===== src/rtl/fetch_sequencer.sv =====
// fetch_sequencer: instruction fetch sequencer. It produces the fetch address,
// registers each fetched instruction with its address, handles stall, jump,
// branch, halt and fault, and wraps sequential fetch within IMEM_BYTES.
// Optional feature: define FETCH_PERF_COUNTER_EN to add a saturating
// fetch_count output that counts instructions delivered with instr_valid=1.
module fetch_sequencer #(
  parameter logic [31:0] RESET_PC   = 32'h0000_0000,
  parameter int          IMEM_BYTES = 1024
) (
  input  logic        clock,
  input  logic        reset,          // active-low, asynchronous
  input  logic        start,
  input  logic        stall,
  input  logic        jump,
  input  logic [31:0] jump_target,
  input  logic        branch_taken,
  input  logic [31:0] branch_target,
  input  logic        halt_req,
  output logic [31:0] read_addr,
  input  logic [31:0] instruction,
  output logic [31:0] instr_out,
  output logic [31:0] pc_out,
  output logic        instr_valid,
  output logic [1:0]  state,
  output logic        fault
`ifdef FETCH_PERF_COUNTER_EN
  ,
  output logic [31:0] fetch_count
`endif
);

  localparam logic [31:0] ADDR_MASK  = 32'(IMEM_BYTES - 1);
  localparam logic [31:0] IMEM_LIMIT = 32'(IMEM_BYTES);

  typedef enum logic [1:0] {
    S_IDLE  = 2'b00,
    S_RUN   = 2'b01,
    S_HALT  = 2'b10,
    S_FAULT = 2'b11
  } state_t;

  state_t      state_reg, state_next;
  logic [31:0] pc_reg, pc_next;
  logic [31:0] instr_reg, instr_next;
  logic [31:0] pcout_reg, pcout_next;
  logic        valid_reg, valid_next;
  logic        fault_reg, fault_next;

  logic        redirect;
  logic [31:0] redirect_target;
  logic        target_bad;

  // Select the winning redirect (jump beats branch) and check it is a legal word address.
  always_comb begin
    redirect        = jump | branch_taken;
    redirect_target = jump ? jump_target : branch_target;
    target_bad      = (redirect_target[1:0] != 2'b00) || (redirect_target >= IMEM_LIMIT);
  end

  // Next-state and datapath decisions; priority in RUN is halt > stall > redirect > sequential.
  always_comb begin
    state_next = state_reg;
    pc_next    = pc_reg;
    instr_next = instr_reg;
    pcout_next = pcout_reg;
    valid_next = 1'b0;
    fault_next = fault_reg;
    case (state_reg)
      S_IDLE: begin
        if (start) begin
          state_next = S_RUN;
          pc_next    = RESET_PC;
        end
      end
      S_RUN: begin
        if (halt_req) begin
          // The instruction on the bus this cycle is dropped; PC freezes.
          state_next = S_HALT;
        end else if (stall) begin
          // Hold everything; redirects wait for the requester to re-present them.
          state_next = S_RUN;
        end else if (redirect && target_bad) begin
          // Faulting cycle: nothing is delivered and PC is left where it was.
          state_next = S_FAULT;
          fault_next = 1'b1;
        end else begin
          valid_next = 1'b1;
          instr_next = instruction;
          pcout_next = pc_reg;
          pc_next    = redirect ? redirect_target : ((pc_reg + 32'd4) & ADDR_MASK);
        end
      end
      S_HALT: begin
        if (start) begin
          state_next = S_RUN;
          pc_next    = RESET_PC;
        end
      end
      S_FAULT: begin
        state_next = S_FAULT;
      end
      default: begin
        state_next = S_IDLE;
      end
    endcase
  end

  // State and datapath registers with asynchronous active-low clear.
  always_ff @(posedge clock or negedge reset) begin
    if (!reset) begin
      state_reg <= S_IDLE;
      pc_reg    <= RESET_PC;
      instr_reg <= 32'd0;
      pcout_reg <= 32'd0;
      valid_reg <= 1'b0;
      fault_reg <= 1'b0;
    end else begin
      state_reg <= state_next;
      pc_reg    <= pc_next;
      instr_reg <= instr_next;
      pcout_reg <= pcout_next;
      valid_reg <= valid_next;
      fault_reg <= fault_next;
    end
  end

`ifdef FETCH_PERF_COUNTER_EN
  logic [31:0] count_reg;

  // Count every delivered instruction, saturating at all ones.
  always_ff @(posedge clock or negedge reset) begin
    if (!reset) begin
      count_reg <= 32'd0;
    end else if (valid_next && (count_reg != 32'hFFFF_FFFF)) begin
      count_reg <= count_reg + 32'd1;
    end
  end

  assign fetch_count = count_reg;
`endif

  // IDLE always presents the reset address; elsewhere the PC drives memory.
  assign read_addr   = (state_reg == S_IDLE) ? RESET_PC : pc_reg;
  assign instr_out   = instr_reg;
  assign pc_out      = pcout_reg;
  assign instr_valid = valid_reg;
  assign state       = state_reg;
  assign fault       = fault_reg;

endmodule


===== config.mk =====
export PLATFORM = sky130hd
export DESIGN_NAME = fetch_sequencer
export DESIGN_NICKNAME = d
export VERILOG_FILES = /design/src/rtl/fetch_sequencer.sv
export SDC_FILE = /design/constraint.sdc
export NUM_CORES = 1
export LEC_CHECK = 0
export CORE_MARGIN = 2
export CORE_UTILIZATION = 35
export CTS_CLUSTER_SIZE = 12
export DETAILED_ROUTE_END_ITERATION = 8
export PLACE_DENSITY_LB_ADDON = 0.2
export SKIP_CTS_REPAIR_TIMING = 1
export SYNTH_ARGS = -nofsm -noshare
export SYNTH_HDL_FRONTEND = slang
export SYNTH_SLANG_ARGS = --single-unit

===== constraint.sdc =====
create_clock -name clock -period 4.7 [get_ports clock]
set_clock_uncertainty 0.2 [all_clocks]
set_input_delay 0.47 -clock clock [delete_from_list [all_inputs] [get_ports clock]]
set_output_delay 0.47 -clock clock [all_outputs]
set_load 0.01 [all_outputs]

==> results of run 1 <==
## routing by layer
metal | wire length, um | up-vias
met5 | 0 | -
met1 | 4980 | 1713
met4 | 215 | 0
met3 | 677 | 16
li1 | - | 1639
met2 | 5620 | 126
## Yosys cell counts, drive strengths merged (2+ instances only)
| cell type | instances | area share |
|---|---|---|
| a31oi | 3 | 0.0043 |
| o211ai | 8 | 0.014 |
| and2 | 27 | 0.039 |
| o21ai | 12 | 0.015 |
| mux2 | 64 | 0.17 |
| inv | 5 | 0.0043 |
| o2bb2ai | 5 | 0.010 |
| a211o | 2 | 0.0040 |
| nand3 | 3 | 0.0035 |
| o311ai | 2 | 0.0040 |
| nor2b | 32 | 0.046 |
| dfrtp | 100 | 0.58 |
| nor3 | 4 | 0.0046 |
| o41ai | 3 | 0.0060 |
| nor2 | 12 | 0.010 |
| buf | 3 | 0.0055 |
| nor4 | 8 | 0.012 |
| nand4 | 4 | 0.0058 |
| nand2 | 15 | 0.013 |
| clkbuf | 16 | 0.014 |
| a21oi | 6 | 0.0069 |
## final cells by class
class	count	share of cell area
flip-flops and latches	100	0.366
clock inverters	5	0.00641
inverters	5	0.00275
multi-input cells	227	0.257
clock buffers	11	0.0355
repair buffers	207	0.301
well taps	168	0.0308
## worst min-delay path by stage
| stage | slack (ps) | endpoint |
|---|---|---|
| floorplan | -30 | fault |
| global placement | 240 | fault |
| detailed placement | 260 | fault |
| CTS | -6 | pc_out[7] |
| global route | 30 | pc_out[7] |
| finish | -40 | pc_out[7] |
## through the flow
step / area [um2] / util / worst slack, ps / hold slack [ps] / power (mW)
6_report: 6830 / 0.566 / 1460 / -42.3 / 2.45
5_1_grt: 6830 / 0.566 / 1350 / 26.8 / 2.58
4_1_cts: 6830 / 0.566 / 1450 / -6.49 / 2.48
3_5_place_dp: 6540 / 0.543 / 1100 / 258 / 1.77
3_3_place_gp: 6540 / 0.543 / 1180 / 241 / 1.75
2_1_floorplan: 4340 / - / 2080 / -25.6 / 1.33
## power by group through the flow
stage | combinational [mW] | clock, mW | sequential (mW)
5_1_grt | 0.718 | 0.769 | 1.10
6_report | 0.668 | 0.708 | 1.08
2_1_floorplan | 0.198 | 0 | 1.13
3_5_place_dp | 0.676 | 0 | 1.09
3_3_place_gp | 0.666 | 0 | 1.09
4_1_cts | 0.678 | 0.727 | 1.07
## worst reg2reg max path, cell delays in order, from the launching register on
cell and delay, ps:
dfrtp_1 510, or3b_2 490, nor2_1 520, o22ai_2 460
a211o_1 390
## cells by family after synthesis
family                     count (synthesis)  share of synthesized area
muxes                                     65                      0.168
AOI/OAI and AO/OA                         49                     0.0832
and+or+nand+nor                          112                      0.146
adders and majority gates                  1                    0.00288
DFF                                      100                      0.576
buffers and inverters                     24                     0.0236
==> impl_metrics.env, run 1 <==
export IMPL_grt_overflow=0
export IMPL_clkTransAtPathRegs_ps=70
export IMPL_grt_busiest_layer="met2"
export IMPL_vias=3494
export IMPL_grt_usage=0.174
export IMPL_core_area_um2=12100
export IMPL_synth_seq_cells=100
export IMPL_die_h_um=115
export IMPL_vdd_drop_max_mv=0.169
export IMPL_hold_viol=53
export IMPL_switchingPower_mw=0.668
export IMPL_path_depth=8
export IMPL_p_leak_nw=3.05
export IMPL_crit_path_frequent_cell="buf_4"
export IMPL_drt_wl_total_um=11500
export IMPL_crit_buf_inv=3
export IMPL_dp_cells=707
export IMPL_cp_slowest_stage_delay_ps=630
export IMPL_antennaDiodeCount=0
export IMPL_numCtsBuffers=9
export IMPL_clk_latency_ps=330
export IMPL_postRouteAntennaNets=0
export IMPL_worst_pin_slew_ps=895
export IMPL_cp_endpoint="pc_out[21]"
export IMPL_status="finished with violations"
export IMPL_regArea_um2=2500
export IMPL_die_x_um=115
export IMPL_port_buffers=202
export IMPL_start_util=0.360
export IMPL_final_cells=723
export IMPL_async_reset_ff_frac=1.00
export IMPL_reg2reg_to="pc_reg[3]"
export IMPL_die_area_um2=13300
export IMPL_syn_nets=455
export IMPL_crit_slowest_cell="clkdlybuf4s50_1"
export IMPL_cts_num_sinks=100
export IMPL_place_congestion=0.852
export IMPL_drt_pass1_iter_count=4
export IMPL_drt_initial_drc_count=164
export IMPL_num_io_pins=203
export IMPL_drv_slew=0
export IMPL_grtUsageMet3=0.0350
export IMPL_p_seq_frac=0.439
export IMPL_clkPwrFrac=0.289
export IMPL_wl_per_cell_um=15.9
export IMPL_syn_area_um2=4340
export IMPL_tns_ps=0
export IMPL_start_kind="input pin"
export IMPL_switching_share=0.273
export IMPL_vias_per_cell=4.83
export IMPL_syn2layout_area_growth_pct=57.2
export IMPL_cts_tree="yes"
export IMPL_ys_flop_type="dfrtp_1"
export IMPL_rsz0062_at_grt="false"
export IMPL_regToRegStartpoint="state[0]"
export IMPL_mostFrequentLayoutCells="clkdlybuf4s50_1, dfrtp_1, mux2_2"
export IMPL_path_max_fanout=35
export IMPL_syn_inst=351
export IMPL_yosysWarnings=0
export IMPL_multi_input_area_um2=1760
export IMPL_grtUsageMet2=0.283
export IMPL_internal_power_mw=1.78
export IMPL_r2r_slack_ps=2020
export IMPL_post_route_drc_count=0
export IMPL_final_net_count=654
export IMPL_grt_pass1_vias=3561
export IMPL_nFillCells=1007
export IMPL_layout_commonest_cell="clkdlybuf4s50_1"
export IMPL_pwr_share_comb=0.272
export IMPL_hp_class="input pin to async pin"
export IMPL_h_tree_depth=3
export IMPL_fmax_mhz=308
export IMPL_post_route_period_util=0.690
export IMPL_power_density_nw_per_um2=359
export IMPL_met1_usage=0.234
export IMPL_crit_arrival_ps=3260
export IMPL_drive_above_1_share=0.155
export IMPL_row_count=40
export IMPL_dp_hpwl_um=8450
export IMPL_maxSlewHeadroom=0.403
export IMPL_grt_pass1_wl_um=18200
export IMPL_period_minus_slack_ps=3240
export IMPL_worst_endpoint_required_ps=4720
export IMPL_clk_path_buf_depth=2
export IMPL_synth_edf_count=0
export IMPL_crit_type="input pin to flop"
export IMPL_synth_distinct_cells=42
export IMPL_grt_max_degree=55
export IMPL_reg2reg_depth=4
export IMPL_ys_seq_area_frac=0.576
export IMPL_setup_viol=0
export IMPL_failed_checks="hold timing"
export IMPL_syn_avg_cell_area_um2=12.4
export IMPL_critical_path_endpoint_type="flop"
export IMPL_whs_ps=-42.3
export IMPL_cap_violations=0
export IMPL_antenna_found_initial=0
export IMPL_cts_root_buf="clkbuf_16"
export IMPL_critPathLaunch="jump"
export IMPL_path_delay_family="buffers and inverters"
export IMPL_path_cells="clkdlybuf4s50_1 > or4_1 > o22a_1 > a2111oi_4 > buf_4 > o21ai_4 > buf_4 > mux2_1"
No activity file was read; power rests on OpenSTA's default activity.
==> run 2: changes to the inputs <==
clock period = 3.3 ns   (was 4.7 ns; I/O delays follow)
==> impl_metrics.env, run 2 (synthesis gave the netlist of run 1 again) <==
export IMPL_status="complete, no violations"
export IMPL_detailedPlace_worstSlack_ps=79.0
export IMPL_worst_endpoint_required_ps=3330
export IMPL_fmax_mhz=348
export IMPL_start_util=0.360
export IMPL_die_h_um=115
export IMPL_critical_path_endpoint_type="flop"
export IMPL_internal_power_mw=2.65
export IMPL_mostFrequentLayoutCells="clkdlybuf4s50_1, dfrtp_1, mux2_2"
export IMPL_grt_pass1_wl_um=19200
export IMPL_drive_above_1_share=0.171
export IMPL_pwr_share_comb=0.270
export IMPL_period_minus_slack_ps=2880
export IMPL_antenna_found_initial=0
export IMPL_cts_tree="yes"
export IMPL_place_congestion=0.919
export IMPL_start_kind="input pin"
export IMPL_path_max_fanout=18
export IMPL_drt_initial_drc_count=179
export IMPL_finalWorstSetupSlack_ps=423
export IMPL_drt_pass1_iter_count=5
export IMPL_post_route_drc_count=0
export IMPL_crit_buf_inv=2
export IMPL_die_area_um2=13300
export IMPL_p_seq_frac=0.425
export IMPL_clk_path_buf_depth=2
export IMPL_hold_viol=0
export IMPL_clk_latency_ps=340
export IMPL_grt_overflow=0
export IMPL_crit_slowest_cell="or4_1"
export IMPL_dp_hpwl_um=8980
export IMPL_drt_wl_total_um=12100
export IMPL_switchingPower_mw=0.957
export IMPL_row_count=40
export IMPL_cp_slowest_stage_delay_ps=540
export IMPL_switching_share=0.266
export IMPL_path_delay_family="compound AO/OA/AOI/OAI gates"
export IMPL_tns_ps=0
export IMPL_port_buffers=202
export IMPL_maxSlewHeadroom=0.532
export IMPL_setup_viol=0
export IMPL_vias_per_cell=4.78
export IMPL_crit_type="input pin to flop"
export IMPL_final_net_count=665
export IMPL_grt_usage=0.183
export IMPL_power_density_nw_per_um2=517
export IMPL_power_mw=3.61
export IMPL_syn2layout_area_growth_pct=60.5
export IMPL_hold_depth=1
export IMPL_rsz0062_at_grt="false"
export IMPL_worst_pin_slew_ps=701
export IMPL_drv_slew=0
export IMPL_clkPwrFrac=0.306
export IMPL_whs_ps=293
export IMPL_num_io_pins=203
export IMPL_vdd_drop_max_mv=0.319
export IMPL_die_x_um=115
export IMPL_layout_commonest_cell="clkdlybuf4s50_1"
export IMPL_numCtsBuffers=9
export IMPL_hp_class="flop to flop"
export IMPL_path_cells="clkdlybuf4s50_1 > or4_1 > o22a_1 > a2111oi_4 > o21ai_4 > buf_4 > mux2_2"
export IMPL_h_tree_depth=3
export IMPL_wl_per_cell_um=16.5
export IMPL_reg2reg_depth=6
export IMPL_antennaDiodeCount=0
export IMPL_cap_violations=0
export IMPL_crit_arrival_ps=2900
export IMPL_cts_num_sinks=100
export IMPL_grt_pass1_vias=3773
export IMPL_grt_max_degree=57
export IMPL_core_area_um2=12100
export IMPL_vias=3510
export IMPL_cts_root_buf="clkbuf_16"
export IMPL_post_route_period_util=0.872
export IMPL_postRouteAntennaNets=0
export IMPL_nFillCells=1064
export IMPL_p_leak_nw=3.14
export IMPL_path_depth=7
export IMPL_clkTransAtPathRegs_ps=70
## run 2: worst reg2reg max path, stage by stage (launching register included)
cell and delay (ps):
dfrtp_1 470, or3b_2 490, nor2_1 100, buf_4 180, o21ai_4 140, buf_4 270
mux2_2 310
## run 2: cell type report
| class | instances | area [um2] | share of cell area |
|---|---|---|---|
| flip-flops and latches | 100 | 2500 | 0.359 |
| multi-input cells | 227 | 1760 | 0.252 |
| well taps | 168 | 210 | 0.0301 |
| clock inverters | 5 | 66.3 | 0.00951 |
| repair buffers | 218 | 2170 | 0.311 |
| inverters | 5 | 18.8 | 0.00269 |
| clock buffers | 11 | 253 | 0.0362 |
## run 2: power by group through the flow
stage	Combinational [mW]	Clock (mW)	Sequential (mW)
3_5_place_dp	0.978	0	1.56
5_1_grt	1.04	1.19	1.55
3_3_place_gp	0.959	0	1.55
2_1_floorplan	0.283	0	1.62
4_1_cts	0.984	1.14	1.53
6_report	0.972	1.10	1.53
## run 2: path summary, 6_finish.rpt
path / startpoint / to / slack (ps)
worst max-delay path: jump / instr_out[7] / 420
worst min-delay path: pc_out[21] / pc_out[21] / 290
worst max register to register: state[0] / instr_out[7] / 1030
worst min register to register: pc_out[21] / pc_out[21] / 290
max in group asynchronous: reset / instr_out[23] / 1860
min in group asynchronous: reset / pc_out[7] / 340
## run 2: through the flow
step	util	instance area [um2]	cells
after CTS	0.577	6960	733
after floorplan	-	4340	351
after global placement	0.551	6640	717
final	0.578	6970	734
after detailed placement	0.551	6640	717
after global routing	0.578	6970	734
## run 2: layer usage
layer / vias to the layer above / track usage / routed length [um] / part of all wire
li1: 1659 / - / - / -
met1: 1718 / 0.234 / 5230 / 0.43
met2: 123 / 0.306 / 6010 / 0.50
met3: 10 / 0.0502 / 752 / 0.062
met4: 0 / 0.0530 / 133 / 0.011
met5: - / 0 / 0 / 0
